## src/rtl/alu_arbiter.sv

```systemverilog
// rtl/alu_arbiter.sv - two-requester round-robin front end for one shared multi-cycle ALU
// Define ALU_ARB_DIVZERO_EN to screen div/mod (sel 0011/0100) by zero before they reach the ALU.
module alu_arbiter #(
  parameter int N       = 4,
  parameter int ALU_LAT = 1
) (
  input  logic         clk,
  input  logic         rst_n,
  input  logic         req0_valid,
  input  logic         req1_valid,
  output logic         req0_ready,
  output logic         req1_ready,
  input  logic [N-1:0] req0_a,
  input  logic [N-1:0] req0_b,
  input  logic [N-1:0] req1_a,
  input  logic [N-1:0] req1_b,
  input  logic [3:0]   req0_sel,
  input  logic [3:0]   req1_sel,
  output logic [N-1:0] alu_a,
  output logic [N-1:0] alu_b,
  output logic [3:0]   alu_sel,
  input  logic [N-1:0] alu_out,
  input  logic [3:0]   alu_flags,
  output logic         rsp0_valid,
  output logic         rsp1_valid,
  input  logic         rsp0_ready,
  input  logic         rsp1_ready,
  output logic [N-1:0] rsp_data,
  output logic [3:0]   rsp_flags,
  output logic         rsp_err
);

  typedef enum logic [1:0] {S_IDLE, S_EXEC, S_RESP} state_t;

  state_t       r_state;
  logic         r_last;
  logic         r_owner;
  logic [3:0]   r_cnt;
  logic [N-1:0] r_alu_a;
  logic [N-1:0] r_alu_b;
  logic [3:0]   r_alu_sel;
  logic [N-1:0] r_rsp_data;
  logic [3:0]   r_rsp_flags;
  logic         r_rsp_err;

  logic         w_idle;
  logic         w_grant0;
  logic         w_grant1;
  logic         w_accept;
  logic [N-1:0] w_a;
  logic [N-1:0] w_b;
  logic [3:0]   w_sel;
  logic         w_illegal;
  logic         w_divz;
  logic         w_rsp_hs;

  // Requester 1 wins a tie only when requester 0 was granted last.
  assign w_grant1  = req1_valid && (!req0_valid || !r_last);
  assign w_grant0  = req0_valid && !w_grant1;
  assign w_idle    = rst_n && (r_state == S_IDLE);
  assign req0_ready = w_idle && w_grant0;
  assign req1_ready = w_idle && w_grant1;
  assign w_accept  = w_idle && (req0_valid || req1_valid);

  assign w_a       = w_grant1 ? req1_a   : req0_a;
  assign w_b       = w_grant1 ? req1_b   : req0_b;
  assign w_sel     = w_grant1 ? req1_sel : req0_sel;
  assign w_illegal = (w_sel >= 4'd10);

`ifdef ALU_ARB_DIVZERO_EN
  assign w_divz = ((w_sel == 4'd3) || (w_sel == 4'd4)) && (w_b == '0);
`else
  assign w_divz = 1'b0;
`endif

  assign rsp0_valid = rst_n && (r_state == S_RESP) && !r_owner;
  assign rsp1_valid = rst_n && (r_state == S_RESP) &&  r_owner;
  assign w_rsp_hs   = (rsp0_valid && rsp0_ready) || (rsp1_valid && rsp1_ready);

  assign alu_a     = r_alu_a;
  assign alu_b     = r_alu_b;
  assign alu_sel   = r_alu_sel;
  assign rsp_data  = r_rsp_data;
  assign rsp_flags = r_rsp_flags;
  assign rsp_err   = r_rsp_err;

  always_ff @(posedge clk) begin
    if (!rst_n) begin
      r_state     <= S_IDLE;
      r_last      <= 1'b1;
      r_owner     <= 1'b0;
      r_cnt       <= 4'd0;
      r_alu_a     <= '0;
      r_alu_b     <= '0;
      r_alu_sel   <= 4'd0;
      r_rsp_data  <= '0;
      r_rsp_flags <= 4'd0;
      r_rsp_err   <= 1'b0;
    end else begin
      case (r_state)
        S_IDLE: begin
          if (w_accept) begin
            r_alu_a   <= w_a;
            r_alu_b   <= w_b;
            r_alu_sel <= w_sel;
            r_owner   <= w_grant1;
            r_last    <= w_grant1;
            // Rejected opcodes never occupy the ALU; their response is ready next cycle.
            if (w_illegal || w_divz) begin
              r_rsp_data  <= '0;
              r_rsp_flags <= w_illegal ? 4'b0000 : 4'b0010;
              r_rsp_err   <= 1'b1;
              r_cnt       <= 4'd0;
              r_state     <= S_RESP;
            end else begin
              r_cnt   <= 4'(ALU_LAT);
              r_state <= S_EXEC;
            end
          end
        end
        S_EXEC: begin
          if (r_cnt == 4'd1) begin
            r_rsp_data  <= alu_out;
            r_rsp_flags <= alu_flags;
            r_rsp_err   <= 1'b0;
            r_cnt       <= 4'd0;
            r_state     <= S_RESP;
          end else begin
            r_cnt <= r_cnt - 4'd1;
          end
        end
        S_RESP: begin
          if (w_rsp_hs) begin
            r_state <= S_IDLE;
          end
        end
        default: r_state <= S_IDLE;
      endcase
    end
  end

endmodule
```

## config.mk

```make
export PLATFORM = sky130hd
export DESIGN_NAME = alu_arbiter
export DESIGN_NICKNAME = d
export VERILOG_FILES = /design/src/rtl/alu_arbiter.sv
export SDC_FILE = /design/constraint.sdc
export NUM_CORES = 1
export LEC_CHECK = 0
export ABC_AREA = 1
export BUFFER_PORTS_ARGS = -buffer_cell sky130_fd_sc_hd__buf_2
export CORE_MARGIN = 2
export CORE_UTILIZATION = 23
export CTS_CLUSTER_DIAMETER = 50
export CTS_CLUSTER_SIZE = 30
export DETAILED_ROUTE_END_ITERATION = 16
export PLACE_DENSITY = 0.55
export SLEW_MARGIN = 40
export SYNTH_ARGS = -nofsm -noshare
export SYNTH_HDL_FRONTEND = slang
export SYNTH_SLANG_ARGS = --single-unit
```

## constraint.sdc

```tcl
create_clock -name clk -period 4.2 [get_ports clk]
set_input_delay 1.26 -clock clk [delete_from_list [all_inputs] [get_ports clk]]
set_output_delay 1.26 -clock clk [all_outputs]
set_load 0.05 [all_outputs]
```

# Word-level counts from Yosys, hierarchy flattened
# Index checks and enable logic that the tools add are counted.
dict set report totals {
  ff_bits 29
  out_inout_bits 25
  in_bits 38
}
dict set report op_classes {
  addsub 1
  reduce_logical 24
  n_eq_ne 7
  n_mux 22
  order_cmp 1
}
# cell count
set op_table {}
lappend op_table {{4-bit 2-to-1 mux} 9}
lappend op_table {{4-bit case mux with 2 select lines} 3}
lappend op_table {{1-bit logical AND} 11}
lappend op_table {{2-bit 2-to-1 mux} 4}
lappend op_table {{2-bit inequality test (second input constant)} 4}
lappend op_table {{2-bit case mux with 3 select lines} 1}
lappend op_table {{4-bit by 1-bit == test with 1-bit output (second input constant)} 1}
lappend op_table {{4-bit >= comparator (second input constant)} 1}
lappend op_table {{1-bit zero test} 4}
lappend op_table {{1-bit 2-to-1 mux} 4}
lappend op_table {{2-bit AND reduction} 2}
lappend op_table {{4-bit AND reduction} 1}
lappend op_table {{4-bit by 1-bit subtractor with 4-bit output (second input constant)} 1}
lappend op_table {{1-bit logical OR} 3}
lappend op_table {{3-bit AND reduction} 1}
lappend op_table {{2-bit by 1-bit == test with 1-bit output (second input constant)} 1}
lappend op_table {{2-bit == test (second input constant)} 1}
lappend op_table {{2-bit zero test} 1}
lappend op_table {{1-bit case mux with 2 select lines} 1}
lappend op_table {{2-bit nonzero test} 1}

# Longest topological paths before layout
dict set report depth {
  ltp_word 8
  mapped_depth 12
  ltp_nobuf 11
}

# Worst setup path after synthesis
# OpenSTA, ideal clock, no wires.
dict set report synth_path {
  path_type {input -> output}
  from {input port rst_n}
  to {output port rsp0_valid}
  arrival_ns 2.589
  stages 3
  slack_ns 0.351
  t_required_ns 2.940
  path_cell_list {buf_2 inv_1 nor3_1}
}
dict set report synth_between {
  elab_chain_cells 2
}
# element line_no
set synth_lines {}
lappend synth_lines {{from (decl)} 8} ;# input logic rst_n,
lappend synth_lines {{1-bit logical AND (2 in a row)} 76} ;# assign rsp0_valid = rst_n && (r_state == S_RESP) && !r_owner;
lappend synth_lines {{to (decl)} 24} ;# output logic rsp0_valid,
# No other way between the ends.

# Worst setup path in the final report
dict set report layout_path {
  from {input port req0_valid}
  to {output port req1_ready}
}
dict set report layout_between {
  elab_chain_cells 4
}
# element line_no
set layout_lines {}
lappend layout_lines {{from (decl)} 9} ;# input logic req0_valid,
lappend layout_lines {{1-bit zero test} 58} ;# assign w_grant1 = req1_valid && (!req0_valid || !r_last);
lappend layout_lines {{1-bit logical OR} 58}
lappend layout_lines {{1-bit logical AND} 58}
lappend layout_lines {{1-bit logical AND} 62} ;# assign req1_ready = w_idle && w_grant1;
lappend layout_lines {{to (decl)} 12} ;# output logic req1_ready,
# No other way between the ends.

==> results_dict.tcl <==
set metrics [dict create \
    dr.pass1.iters 4 \
    grt_pass1_wl_um 5950 \
    syn_nets 254 \
    ys_seq_area_frac 0.397 \
    holdBufCountCts 0 \
    crit_slowest_cell "buf_2" \
    power_w 0.00140 \
    grt_pass1_vias 1320 \
    die_y_um 83.7 \
    synth-edff-count 0 \
    reg2reg_from "r_state[0]" \
    cpMostUsedCell "buf_2" \
    totalWireLength_um 3660 \
    ys_ff_latch 29 \
    timing_worst_setup_path_type "in2out" \
    core_um2 6240 \
    dieArea_um2 7010 \
    antenna_found_initial 0 \
    period_minus_slack_ns 3.49 \
    syn_area_um2 1460 \
    wl_per_cell_um 10.3 \
    hold_viol 0 \
    min_path_type "reg2reg" \
    p_leak_nw 1.03 \
    yosys.cell_types.count 25 \
    finalSetupViolations 0 \
    seqCellArea_um2 581 \
    required_ns 2.94 \
    yosysWarnings 0 \
    place_hpwl_um 2720 \
    final.setup.tns_ns 0 \
    cts_root_buf "clkbuf_8" \
    skew_ns 0.0111 \
    worst_pin_slew_ns 0.498 \
    num_antenna_cells 0 \
    holdCritStartpoint "r_last" \
    drc_errors 0 \
    synth_top_area_cell "dfxtp_1" \
    area_growth_pct 32.5 \
    clkTransAtPathRegs_ns 0.06 \
    startpoint_type "input pin" \
    p_per_area_nw_per_um2 722 \
    rows 29 \
    r2r_setup_slack_ns 2.48 \
    drive_above_1_share 0.314 \
    drtIter0Drc 51 \
    slew_violations 0 \
    holdPathEnd "r_last" \
    via_per_inst 4.22 \
    outcome "finished, final reports clean" \
    timing.fmax_mhz 286 \
    gp_congestion 0.755 \
    clk_path_buf_depth 2 \
    fillers 713 \
    multi_input_area_um2 723 \
    io_pins 63 \
    yosysMostFrequentCell "nand2_1" \
    avgSynthCellArea_um2 6.83 \
    crit_chain "buf_2 > nand2_1 > nand2_2 > nor2_1 > buf_2" \
    h-tree-depth 2 \
    start_util 0.234 \
    relSlewSlack 0.667 \
    post-cts-setup-buffers 0 \
    synth_top_area_share 0.397 \
    numCtsBuffers 5 \
    ctsResizeCount 0 \
    period_share 0.832 \
    slowest_delay_ns 0.29 \
    rsz0062_at_grt "false" \
    overflow 0 \
    routed-via-count 1495 \
    cap_viol_max_count 0 \
    cts_tree "yes" \
    portBuffers 62 \
    ys.flop_type "dfxtp_1" \
    r2r-end "rsp_flags[1]" \
    grt_max_degree 23 \
    yosys-top-cells-count "nand2_1 (53), dfxtp_1 (29), nor2_1 (28)" \
    worst-path-max-fanout 15 \
    holdPathStages 2 \
    antenna_left 0 \
    r2r.worst_path.cells 9 \
    nNetsFinal 316 \
    die_w_um 83.7 \
    grt_use_total 0.104 \
    cp.arrival_ns 2.23 \
    ir_drop_mv 0.248 \
    synthCells 214 \
    numClockSinks 29 \
    async_reset_ff_frac 0 \
    clk_latency_ns 0.29 \
    critPathCaptureType "primary output" \
    synth_area_leaders "dfxtp_1 (40%), nand2_1 (14%), nor2_1 (7.2%)" \
]
-- worst max path at each step --
| stage | from | endpoint | slack, ns | depth (start not counted) |
|---|---|---|---|---|
| 2_1_floorplan | rst_n | rsp0_valid | 0.35 | 3 |
| 3_3_place_gp | rst_n | rsp0_valid | 0.73 | 4 |
| 3_5_place_dp | req0_valid | req1_ready | 0.71 | 5 |
| 4_1_cts | req0_valid | req1_ready | 0.70 | 5 |
| 5_1_grt | req0_valid | req0_ready | 0.60 | 6 |
| 6_report | req0_valid | req1_ready | 0.71 | 5 |
-- report_power, final --
part | switching [W] | internal (W)
logic | 0.000526 | 0.000193
clock network | 0.000112 | 0.000148
registers | 0.0000532 | 0.000367
total | 0.000691 | 0.000708
-- registers in the layout, indices dropped and copies added (netlist names) --
| name | count |
|---|---|
| alu_b | 4 |
| rsp_flags | 4 |
| rsp_err | 1 |
| rsp_data | 4 |
| r_cnt | 4 |
| r_state | 2 |
| r_owner | 1 |
| alu_a | 4 |
| alu_sel | 4 |
| r_last | 1 |
-- placed cells by master (no fill, tap or decap), types with 2 or more instances in the layout --
master	instances
nor2_1	28
a31oi_1	11
inv_4	2
nor2_2	4
clkinv_2	2
clkbuf_8	7
inv_1	27
buf_2	62
nor3_1	2
nand2_1	53
nand3_1	13
nand2_4	3
o21ai_0	16
ha_1	2
nand2_2	4
dfxtp_1	29
a21oi_1	4
-- kinds of logic (layout without fill, tap and decap cells) --
group / count (synthesis) / count (layout) / share of synthesized area
fa+ha+maj: 2 / 2 / 0.0171
flops: 29 / 29 / 0.397
simple gates: 111 / 111 / 0.347
compound gates: 34 / 34 / 0.130
buf+inv: 38 / 101 / 0.109
-- worst max-delay path, delay by kind of cell --
| kind | cells | cell delay (ns) |
|---|---|---|
| and+or+nand+nor | 3 | 0.55 |
| buffers and inverters | 2 | 0.41 |
-- metal layers --
| metal | vias to the layer above | track usage | wire (um) |
|---|---|---|---|
| met1 | 634 | 0.135 | 1720 |
| met3 | 4 | 0.0366 | 318 |
| met5 | - | 0 | 0 |
| li1 | 801 | - | - |
| met4 | 0 | 0.0352 | 32 |
| met2 | 56 | 0.159 | 1590 |
-- area by class of cell --
| cell class | instances | share of cell area |
|---|---|---|
| timing repair buffer | 63 | 0.164 |
| tap | 77 | 0.0497 |
| inverter | 30 | 0.0613 |
| multi-input combinational | 147 | 0.373 |
| clock inverter | 1 | 0.00258 |
| sequential | 29 | 0.300 |
| clock buffer | 7 | 0.0497 |
-- metrics by stage --
stage / instances / setup slack (ns) / hold WS (ns) / util / cell area [um^2]
after CTS: 354 / 0.704 / 0.473 / 0.311 / 1940
after floorplan: 214 / 0.351 / 0.429 / - / 1460
final: 354 / 0.706 / 0.469 / 0.311 / 1940
after global routing: 354 / 0.602 / 0.488 / 0.311 / 1940
after detailed placement: 346 / 0.707 / 0.457 / 0.294 / 1840
after global placement: 346 / 0.733 / 0.448 / 0.294 / 1840
No activity file was read; power rests on OpenSTA's default activity.
